File: src/rtl/detector_pkg.sv
// Shared types and defaults for the serial pattern-detection session controller.
//   state_t  : controller FSM states (IDLE / RUN / DONE)
//   PAT_1011 : classic default target pattern
//   DEF_*    : default widths used as parameter defaults by the RTL
package detector_pkg;

  typedef enum logic [1:0] {
    IDLE = 2'd0,
    RUN  = 2'd1,
    DONE = 2'd2
  } state_t;

  localparam int DEF_PAT_W = 4;
  localparam int DEF_LEN_W = 10;
  localparam int DEF_CNT_W = 8;

  localparam logic [DEF_PAT_W-1:0] PAT_1011 = 4'b1011;

endpackage

File: src/rtl/pattern_detector_mealy.sv
// Programmable Mealy pattern detector.
//   clock, reset : rising-edge clock, synchronous active-high reset
//   clear        : synchronous history/fill clear (session start)
//   bit_valid    : sequence_in is to be consumed this cycle
//   sequence_in  : serial data bit
//   pattern      : target pattern, MSB is the oldest bit
//   overlap      : 1 = keep history after a match, 0 = restart after a match
//   match        : combinational, high in the same cycle as the completing bit
module pattern_detector_mealy
  import detector_pkg::*;
#(
  parameter int PAT_W = DEF_PAT_W
) (
  input  logic             clock,
  input  logic             reset,
  input  logic             clear,
  input  logic             bit_valid,
  input  logic             sequence_in,
  input  logic [PAT_W-1:0] pattern,
  input  logic             overlap,
  output logic             match
);

  localparam int FILL_W = $clog2(PAT_W) + 1;
  localparam logic [FILL_W-1:0] FULL = FILL_W'(PAT_W - 1);

  logic [PAT_W-2:0] hist;
  logic [FILL_W-1:0] fill;
  logic [PAT_W-1:0] window;

  // Candidate window: the PAT_W-1 stored bits plus the bit arriving now.
  assign window = {hist, sequence_in};
  assign match  = bit_valid && (fill >= FULL) && (window == pattern);

  always_ff @(posedge clock) begin
    if (reset || clear) begin
      hist <= '0;
      fill <= '0;
    end else if (bit_valid) begin
      hist <= window[PAT_W-2:0];
      // Non-overlapping mode only needs to forget the fill; stale history
      // bits are masked until fill reaches PAT_W-1 again.
      if (match && !overlap)
        fill <= '0;
      else if (fill != FULL)
        fill <= fill + FILL_W'(1);
    end
  end

endmodule

File: src/rtl/detector_session_ctrl.sv
// Session controller around the Mealy pattern detector.
//   start/pattern/window_len : session request, pattern and length are latched
//                              when start is accepted in IDLE
//   sequence_in/bit_valid    : serial data stream
//   busy/done                : session running / one-cycle end-of-session pulse
//   match_pulse              : registered match indication
//   match_count              : saturating match count for the session
//   first_found/first_match_idx : whether and where the first match completed
module detector_session_ctrl
  import detector_pkg::*;
#(
  parameter int PAT_W   = DEF_PAT_W,
  parameter int LEN_W   = DEF_LEN_W,
  parameter int CNT_W   = DEF_CNT_W,
  parameter int OVERLAP = 1
) (
  input  logic             clock,
  input  logic             reset,
  input  logic             start,
  input  logic [PAT_W-1:0] pattern,
  input  logic [LEN_W-1:0] window_len,
  input  logic             sequence_in,
  input  logic             bit_valid,
  output logic             busy,
  output logic             done,
  output logic             match_pulse,
  output logic [CNT_W-1:0] match_count,
  output logic             first_found,
  output logic [LEN_W-1:0] first_match_idx
);

  state_t state, state_nxt;

  logic [PAT_W-1:0] pat_q;
  logic [LEN_W-1:0] len_q;
  logic [LEN_W-1:0] bits_seen;
  logic             accept;
  logic             det_valid;
  logic             last_bit;
  logic             match;

  assign accept    = (state == IDLE) && start;
  // Bits are consumed only while running; IDLE/DONE traffic never reaches the detector.
  assign det_valid = (state == RUN) && bit_valid;
  assign last_bit  = det_valid && ((bits_seen + LEN_W'(1)) == len_q);

  pattern_detector_mealy #(.PAT_W(PAT_W)) u_det (
    .clock       (clock),
    .reset       (reset),
    .clear       (accept),
    .bit_valid   (det_valid),
    .sequence_in (sequence_in),
    .pattern     (pat_q),
    .overlap     (OVERLAP != 0),
    .match       (match)
  );

  always_ff @(posedge clock) begin
    if (reset) state <= IDLE;
    else       state <= state_nxt;
  end

  always_comb begin
    state_nxt = state;
    busy      = 1'b0;
    done      = 1'b0;
    case (state)
      IDLE: if (start) state_nxt = (window_len == '0) ? DONE : RUN;
      RUN: begin
        busy = 1'b1;
        if (last_bit) state_nxt = DONE;
      end
      DONE: begin
        done      = 1'b1;
        state_nxt = IDLE;
      end
      default: state_nxt = IDLE;
    endcase
  end

  always_ff @(posedge clock) begin
    if (reset) begin
      pat_q           <= '0;
      len_q           <= '0;
      bits_seen       <= '0;
      match_pulse     <= 1'b0;
      match_count     <= '0;
      first_found     <= 1'b0;
      first_match_idx <= '0;
    end else begin
      match_pulse <= match;
      if (accept) begin
        pat_q           <= pattern;
        len_q           <= window_len;
        bits_seen       <= '0;
        match_count     <= '0;
        first_found     <= 1'b0;
        first_match_idx <= '0;
      end else if (det_valid) begin
        bits_seen <= bits_seen + LEN_W'(1);
        if (match && (match_count != '1))
          match_count <= match_count + CNT_W'(1);
        if (match && !first_found) begin
          first_found     <= 1'b1;
          first_match_idx <= bits_seen;
        end
      end
    end
  end

endmodule

File: config.mk
export PLATFORM = sky130hd
export DESIGN_NAME = detector_session_ctrl
export DESIGN_NICKNAME = d
export VERILOG_FILES = /design/src/rtl/detector_pkg.sv /design/src/rtl/pattern_detector_mealy.sv /design/src/rtl/detector_session_ctrl.sv
export SDC_FILE = /design/constraint.sdc
export NUM_CORES = 1
export LEC_CHECK = 0
export ABC_AREA = 0
export BUFFER_PORTS_ARGS = -buffer_cell sky130_fd_sc_hd__buf_4
export CAP_MARGIN = 5
export CORE_MARGIN = 1.5
export CORE_UTILIZATION = 38
export CTS_CLUSTER_DIAMETER = 30
export DETAILED_ROUTE_END_ITERATION = 8
export SLEW_MARGIN = 10
export SYNTH_ARGS = -nofsm -noshare
export SYNTH_HDL_FRONTEND = slang
export SYNTH_HIERARCHICAL = 1
export SYNTH_SLANG_ARGS = --single-unit
export TNS_END_PERCENT = 10
File: constraint.sdc
create_clock -name clock -period 5.4 [get_ports clock]
set_input_delay 1.08 -clock clock [delete_from_list [all_inputs] [get_ports clock]]
set_output_delay 1.08 -clock clock [all_outputs]
set_load 0.05 [all_outputs]
Word level (Yosys, flattened, before mapping)
Cells that the tools add are included.

Register bits after elaboration: 52. Output and inout port bits: 22. Logic and storage cells: 44.

$add $sub $neg: 3. Magnitude comparators: 1. Eq/ne operators: 8. Multiplexer cells: 6. Reduce and logical (&&, ||, !) cells: 16.

Operator list (count): $add A10 B1 Y10 const B (1); $eq A10 B10 Y1 (1); $logic_not A10 Y1 (1); $add A8 B1 Y8 const B (1); $ne A8 B8 Y1 const B (1); $reduce_and A2 Y1 (4); $logic_and A1 B1 Y1 (7); $mux W2 (3); $eq A4 B4 Y1 (1); $ne A2 B2 Y1 const B (2); $pmux W2 S2 (1); $add A3 B1 Y3 const B (1); $ge A3 B2 Y1 const B (1); $ne A3 B2 Y1 const B (1); $eq A2 B1 Y1 const B (1); $eq A2 B2 Y1 const B (1); $logic_not A2 Y1 (1); $mux W1 (2); $reduce_or A2 Y1 (1); $logic_not A1 Y1 (1); $logic_or A1 B1 Y1 (1).

Depth between registers and ports, before layout
Gate-level depths: netlist (run 1).

Depth in word-level cells: 6. Gate-level depth with buffers: 10. Depth with buffers taken out: 10.

Hierarchy
The synthesis (run 1) kept the hierarchy.

By module, submodules not included: detector_session_ctrl (times used 1, cells an instance 259, area each 2122.0 um2, sequential area each 920.9 um2); pattern_detector_mealy (times used 1, cells an instance 33, area each 367.9 um2, sequential area each 120.1 um2).

Worst setup path before layout (run 1)
Ideal clock, no wire load.

Path kind: input port to flip-flop. Start point: in sequence_in. End point: reg match_count[5]. Setup time: 128 ps. Data arrival time: 2543 ps. Data required time: 5272 ps. Slack: 2729 ps. Cell stages on the path: 8. Buffers on the path: 0. Cell sequence: xor2_1 -> nor4_4 -> and3_2 -> nand4b_1 -> a311oi_2 -> nand3_1 -> xor2_1 -> nor2_1.

Longest elaborated chain between the ends: 4.

Ends and longest elaborated chain: from (decl) (line detector_session_ctrl.sv:22) `input logic sequence_in,`; $eq A4 B4 Y1 (line pattern_detector_mealy.sv:33) `assign match = bit_valid && (fill >= FULL) && (window == pattern);`; $logic_and A1 B1 Y1 (line pattern_detector_mealy.sv:33); net match (line detector_session_ctrl.sv:40) `logic match;`; $logic_and A1 B1 Y1 (line detector_session_ctrl.sv:101) `if (match && (match_count != '1))`; $reduce_and A2 Y1 (no source line); to (signal assigned) (line detector_session_ctrl.sv:102) `match_count <= match_count + CNT_W'(1);`; to (decl) (line detector_session_ctrl.sv:27) `output logic [CNT_W-1:0] match_count,`.

The timed path passes the listed nets, and every way through them passes these cells. A chain may end at the register's enable or synchronous reset.

Worst setup path in the final report (run 1)
Start point: in bit_valid. End point: reg match_count[5].

Longest elaborated chain between the ends: 5.

Ends and longest elaborated chain: from (decl) (line detector_session_ctrl.sv:23) `input logic bit_valid,`; $logic_and A1 B1 Y1 (line detector_session_ctrl.sv:44) `assign det_valid = (state == RUN) && bit_valid;`; net det_valid (line detector_session_ctrl.sv:38) `logic det_valid;`; $logic_and A1 B1 Y1 (2 in a row) (line pattern_detector_mealy.sv:33); net match (line detector_session_ctrl.sv:40); $logic_and A1 B1 Y1 (line detector_session_ctrl.sv:101); $reduce_and A2 Y1 (no source line).

The timed path passes the listed nets, and every way through them passes these cells.

==> impl_metrics.toml, run 1 <==
[clock_tree]
numCtsBuffers = 5
cts_max_level = 2
cts_buffer_depth = 2
path_clk_slew_ps = 90
cts_tree = "built"
postCtsSetupBuffers = 0
cts.sinks = 52
postCtsHoldBufs = 0
insertion_delay_ps = 300
cts_root_buf = "clkbuf_8"
cts_resized = 0

[sta]
tns_ps = 0
rsz0062_at_grt = "false"
period_needed_ps = 3040
finClkSkew_ps = 4.84
hold_violations = 0
fmaxAchievable_mhz = 329
timing.final.crit_share_pct = 56.3
worstMarginPinSlew_ps = 1040
slew_violations = 0
slew_headroom_pct = 30.5
setup_violations = 0

[yosys]
synth_seq_cells = 52
syn_nets = 315
ys.warnings.count = 6
dominantRegCellSynth = "dfxtp_1"
syn_area_sq_um = 2490
synthCells = 292
async_reset_ff_share_pct = 0
synth.avg_cell_area_sq_um = 8.53
yosysMostFrequentCell = "dfxtp_1"
synth.distinct_cells = 49
synth_top_area_share_pct = 41.8
yosys.area.top_type = "dfxtp_1"
synth_edf_count = 0
yosysSeqAreaShare_pct = 41.8
ys_top_cells_by_area = "dfxtp_1, nand2_1, xnor2_1"
synthTopCellsByCount = "dfxtp_1, nand2_1, nor2_1"

[global_routing]
antenna_found_initial = 0
grt_start_max_net_pins = 30
grt_pass1_wl_mm = 8.64
grt_pass1_vias = 1866
grt.overflow.total = 0
gr-usage-all-layers_pct = 15.0

[power_and_ir_drop]
finalPower_uw = 681
vdd_drop_max_v = 0.000160
power_density_nw_per_um2 = 235
leakagePower_uw = 0.00109

[die]
start_util_pct = 39.2
io_pins = 41
rows = 29
die_area_sq_um = 7050
die_y_um = 83.9
core_area_sq_um = 6350
die_x_um = 83.9

[drt]
routed_wirelength_mm = 4.98
drtIter0Drc = 82
ant_nets = 0
vias = 1985
dr.pass1.iters = 4
drc = 0
wl_per_cell_um = 12.4
viasPerCell = 4.95

[setup_path]
required_ps = 5560
max_stage_delay_ps = 520
path_cells = "buf_4 -> nand3b_4 -> inv_1 -> and3_2 -> nand4b_1 -> a311oi_2 -> nand3_1 -> xor2_1 -> nor2_1"
r2r_slack_ps = 2430
start_kind = "primary input"
crit_arrival_ps = 3200
reg2reg_from = "u_det/fill[0]$_SDFFE_PP0P_"
path_max_fanout = 14
critPathCaptureType = "flop"
path_class = "primary input to flop"
slowest_stage = "a311oi_2"
reg2reg_depth = 10
r2r_end = "match_count[5]$_SDFFE_PP0P_"
crit_buf_inv = 2
crit_family = "simple AND/OR/NAND/NOR gates"

[cells_and_area]
drive_above_1_share_pct = 19.4
nets = 346
n_antenna_cell = 0
syn_to_final_growth_pct = 16.5
num-fill-cells = 644

[worst_hold_path]
min_to = "len_q[8]$_SDFFE_PP0P_"
min_from = "len_q[8]$_SDFFE_PP0P_"
hp-class = "flop to flop"
whs_path_depth = 2

[run]
drv_cap = 0

[placement]
io_buffer_count = 40
gp_congestion = 0.773
hpwl_mm = 3.71

[status]
status = "complete, no violations"
==> flip-flops by register name, indices dropped and copies added (netlist names) <==
signal,flops
first_match_idx,10
u_det/hist,3
match_count,8
first_found,1
state,2
match_pulse,1
bits_seen,10
len_q,10
u_det/fill,3
pat_q,4
==> layout make-up <==
cell class                 instances  area [sq um]  share of cell area [%]
inverter                           5          18.8                   0.647
multi-input combinational        219          1350                    46.6
clock buffer                       5          68.8                    2.37
tap                               77          96.3                    3.32
sequential                        52          1040                    35.9
clock inverter                     3          23.8                   0.819
timing repair buffer              40           300                    10.3
==> through the flow <==
stage / std cells / worst slack, ps / hold slack, ps / instance area (sq um) / utilization, %
global placement: 393 / 2100 / 457 / 2810 / 44.2
detailed placement: 393 / 2010 / 460 / 2810 / 44.2
floorplan: 292 / 2730 / 448 / 2490 / -
finish: 401 / 2360 / 471 / 2900 / 45.7
CTS: 401 / 2340 / 473 / 2900 / 45.7
global route: 401 / 2090 / 494 / 2900 / 45.7
==> worst min-delay path: stages (launching register included) <==
cell     delay [ps]
dfxtp_1         330
nand2_1          50
a21oi_1          50
==> where the power goes <==
| part | internal (uW) | switching, uW |
|---|---|---|
| Combinational | 25.8 | 35.1 |
| Clock | 91.9 | 129 |
| Sequential | 392 | 7.83 |
| Total | 509 | 172 |
==> layer usage <==
metal  global-route usage, %  wire [um]  vias to the layer above
met5                       0          0                        -
met4                    5.81         45                        0
met3                    3.26        204                        2
met2                    23.5       2260                       40
met1                    20.1       2470                      889
li1                        -          -                     1054
==> worst max path at each step <==
stage / startpoint / endpoint / slack [ps] / cells past startpoint
2_1_floorplan: sequence_in / match_count[5]$_SDFFE_PP0P_ / 2730 / 8
3_3_place_gp: sequence_in / match_count[6]$_SDFFE_PP0P_ / 2100 / 9
3_5_place_dp: bit_valid / match_count[5]$_SDFFE_PP0P_ / 2010 / 9
4_1_cts: bit_valid / match_count[5]$_SDFFE_PP0P_ / 2340 / 9
5_1_grt: bit_valid / first_match_idx[0]$_SDFFE_PP0P_ / 2090 / 8
6_report: bit_valid / match_count[5]$_SDFFE_PP0P_ / 2360 / 9
==> cell usage in the layout (no fill, tap or decap), types with 3 or more instances in the layout <==
cell | netlist | routed
nand4_1 | 3 | 3
mux2i_1 | 5 | 5
xor2_1 | 14 | 14
dfxtp_1 | 52 | 52
nand2_1 | 48 | 48
or3_1 | 4 | 4
xnor2_1 | 18 | 18
nor2b_1 | 5 | 5
nor3_1 | 3 | 3
inv_1 | 5 | 5
nor2_1 | 30 | 30
o21ai_0 | 13 | 13
nand3_1 | 7 | 7
a211oi_1 | 4 | 4
a21oi_1 | 29 | 29
buf_4 | 1 | 40
ha_1 | 4 | 4
clkbuf_8 | 0 | 5
==> logic make-up (layout without fill, tap and decap cells) <==
logic type	after synthesis	count (layout)	synth area share (%)
other cells	1	1	0.151
buf+inv	21	53	3.87
simple gates	118	118	24.1
compound gates	58	58	14.2
mux	6	6	2.61
xor+xnor	32	32	11.3
flops	52	52	41.8
fa+ha+maj	4	4	2.01
Power figures use the tool's default switching activity.
==> run 2, diff against run 1 <==
==> constraint.sdc (replaced) <==
create_clock -name clock -period 2.7 [get_ports clock]
set_input_delay 0.54 -clock clock [delete_from_list [all_inputs] [get_ports clock]]
set_output_delay 0.54 -clock clock [all_outputs]
set_load 0.05 [all_outputs]
==> run 2 against run 1 <==
Effect of this change: setup slack lost 2100 ps; first-iteration DRC count shrank 13%; critical path depth is the same; sequential power grew 100%; combinational power grew 120%; utilization grew 1.2 points; register-to-register slack lost 2200 ps; critical endpoint is now match_count[1]$_SDFFE_PP0P_.
==> impl_metrics.toml, run 2 (synthesis results as in run 1) <==
[drt]
drtIter0Drc = 71
wl_per_cell_um = 12.5
drc = 0
vias = 2029
dr.pass1.iters = 5
viasPerCell = 4.97
ant_nets = 0
routed_wirelength_mm = 5.12

[sta]
rsz0062_at_grt = "false"
setup_violations = 0
tns_ps = 0
finClkSkew_ps = 6.88
fmaxAchievable_mhz = 404
timing.final.crit_share_pct = 91.6
slew_violations = 0
hold_violations = 0
period_needed_ps = 2470

[power_and_ir_drop]
finalPower_uw = 1460
vdd_drop_max_v = 0.000253
leakagePower_uw = 0.00113
power_density_nw_per_um2 = 490

[die]
die_y_um = 83.9
rows = 29
start_util_pct = 39.2
die_x_um = 83.9
io_pins = 41
die_area_sq_um = 7050
core_area_sq_um = 6350

[cells_and_area]
drive_above_1_share_pct = 21.5
n_antenna_cell = 0
reg_top3 = "bits_seen (10), first_match_idx (10), len_q (10)"
mostFrequentLayoutCells = "dfxtp_1, nand2_1, buf_4"
layout_commonest_cell = "dfxtp_1"
syn_to_final_growth_pct = 19.5
stdcell_count = 408
nets = 353

[setup_path]
crit_buf_inv = 0
crit_family = "simple AND/OR/NAND/NOR gates"
crit_arrival_ps = 2670
path_class = "flop to flop"
critPathCaptureType = "flop"
required_ps = 2890
path_cells = "ha_1 -> ha_1 -> a211oi_1 -> nor4_4 -> and3_2 -> nand4b_1 -> a41oi_1 -> mux2i_1 -> nor2_1"
start_kind = "flop"
max_stage_delay_ps = 430
crit_path_frequent_cell = "ha_1"
path_max_fanout = 5
slowest_stage = "a41oi_1"

[global_routing]
grt_pass1_vias = 1858
antenna_found_initial = 0
grt.overflow.total = 0
grt_pass1_wl_mm = 8.82
gr-usage-all-layers_pct = 15.3
grt_start_max_net_pins = 30

[clock_tree]
cts_tree = "built"
insertion_delay_ps = 300
numCtsBuffers = 5
postCtsSetupBuffers = 0
cts_root_buf = "clkbuf_8"
cts_buffer_depth = 2
cts.sinks = 52
cts_max_level = 2
path_clk_slew_ps = 90

[status]
status = "complete, no violations"

[placement]
gp_congestion = 0.792
io_buffer_count = 40
hpwl_mm = 3.78
dp_cells = 400

[worst_hold_path]
hp-class = "flop to flop"

[run]
drv_cap = 0
[run 2: changes by cell type in the layout (fill, tap and decap cells not counted), sizes merged]
cell	before	now
bufinv	0	1
clkinvlp	2	1
buf	40	47
[run 2: final cells by class]
type,count,area [sq um]
flip-flops and latches,52,1040
inverters,5,18.8
repair buffers,47,353
fillers,641,3370
clock buffers,5,68.8
clock inverters,3,42.5
multi-input cells,219,1360
well taps,77,96.3
[run 2: report_power, final]
part	leakage (uW)	total, uW	internal (uW)	switching, uW
combinational	0.000659	133	58.2	74.9
clock	0.0000541	528	274	254
sequential	0.000421	797	783	14.3
total	0.00113	1460	1120	343
[run 2: worst reg2reg max path, cell delays in order, from the launching register on]
cell,delay (ps)
dfxtp_1,380
ha_1,160
ha_1,210
a211oi_1,90
nor4_4,300
and3_2,240
nand4b_1,230
a41oi_1,430
mux2i_1,280
nor2_1,60
[run 2: path summary, 6_finish.rpt]
path | to | from | cells after the start | slack (ps)
max | match_count[1]$_SDFFE_PP0P_ | u_det/fill[0]$_SDFFE_PP0P_ | 9 | 230
min | pat_q[0]$_SDFFE_PP0P_ | pat_q[0]$_SDFFE_PP0P_ | 2 | 470
max reg2reg | match_count[1]$_SDFFE_PP0P_ | u_det/fill[0]$_SDFFE_PP0P_ | 9 | 230
min reg2reg | pat_q[0]$_SDFFE_PP0P_ | pat_q[0]$_SDFFE_PP0P_ | 2 | 470
[run 2: what timing repair did]
action | 4_1_cts | 5_1_grt
resized for setup | 0 | 1
hold buffers | 0 | 0
setup endpoints to repair | 0 | 7
endpoints found under the hold margin | 0 | 0
[run 2: per-stage QoR]
step	setup WS [ps]	hold slack (ps)	instance area, sq um	utilization [%]
after detailed placement	272	460	2860	45.1
final	228	470	2980	46.9
after CTS	257	473	2970	46.8
after global routing	0.0628	472	2980	46.9
after global placement	330	455	2860	45.1
after floorplan	363	448	2490	-
[run 2: routing by layer]
layer | share of wire, % | track usage (%)
met5 | 0 | 0
met4 | 1.2 | 4.47
met3 | 4.5 | 3.56
met2 | 43 | 22.7
met1 | 51 | 22.1
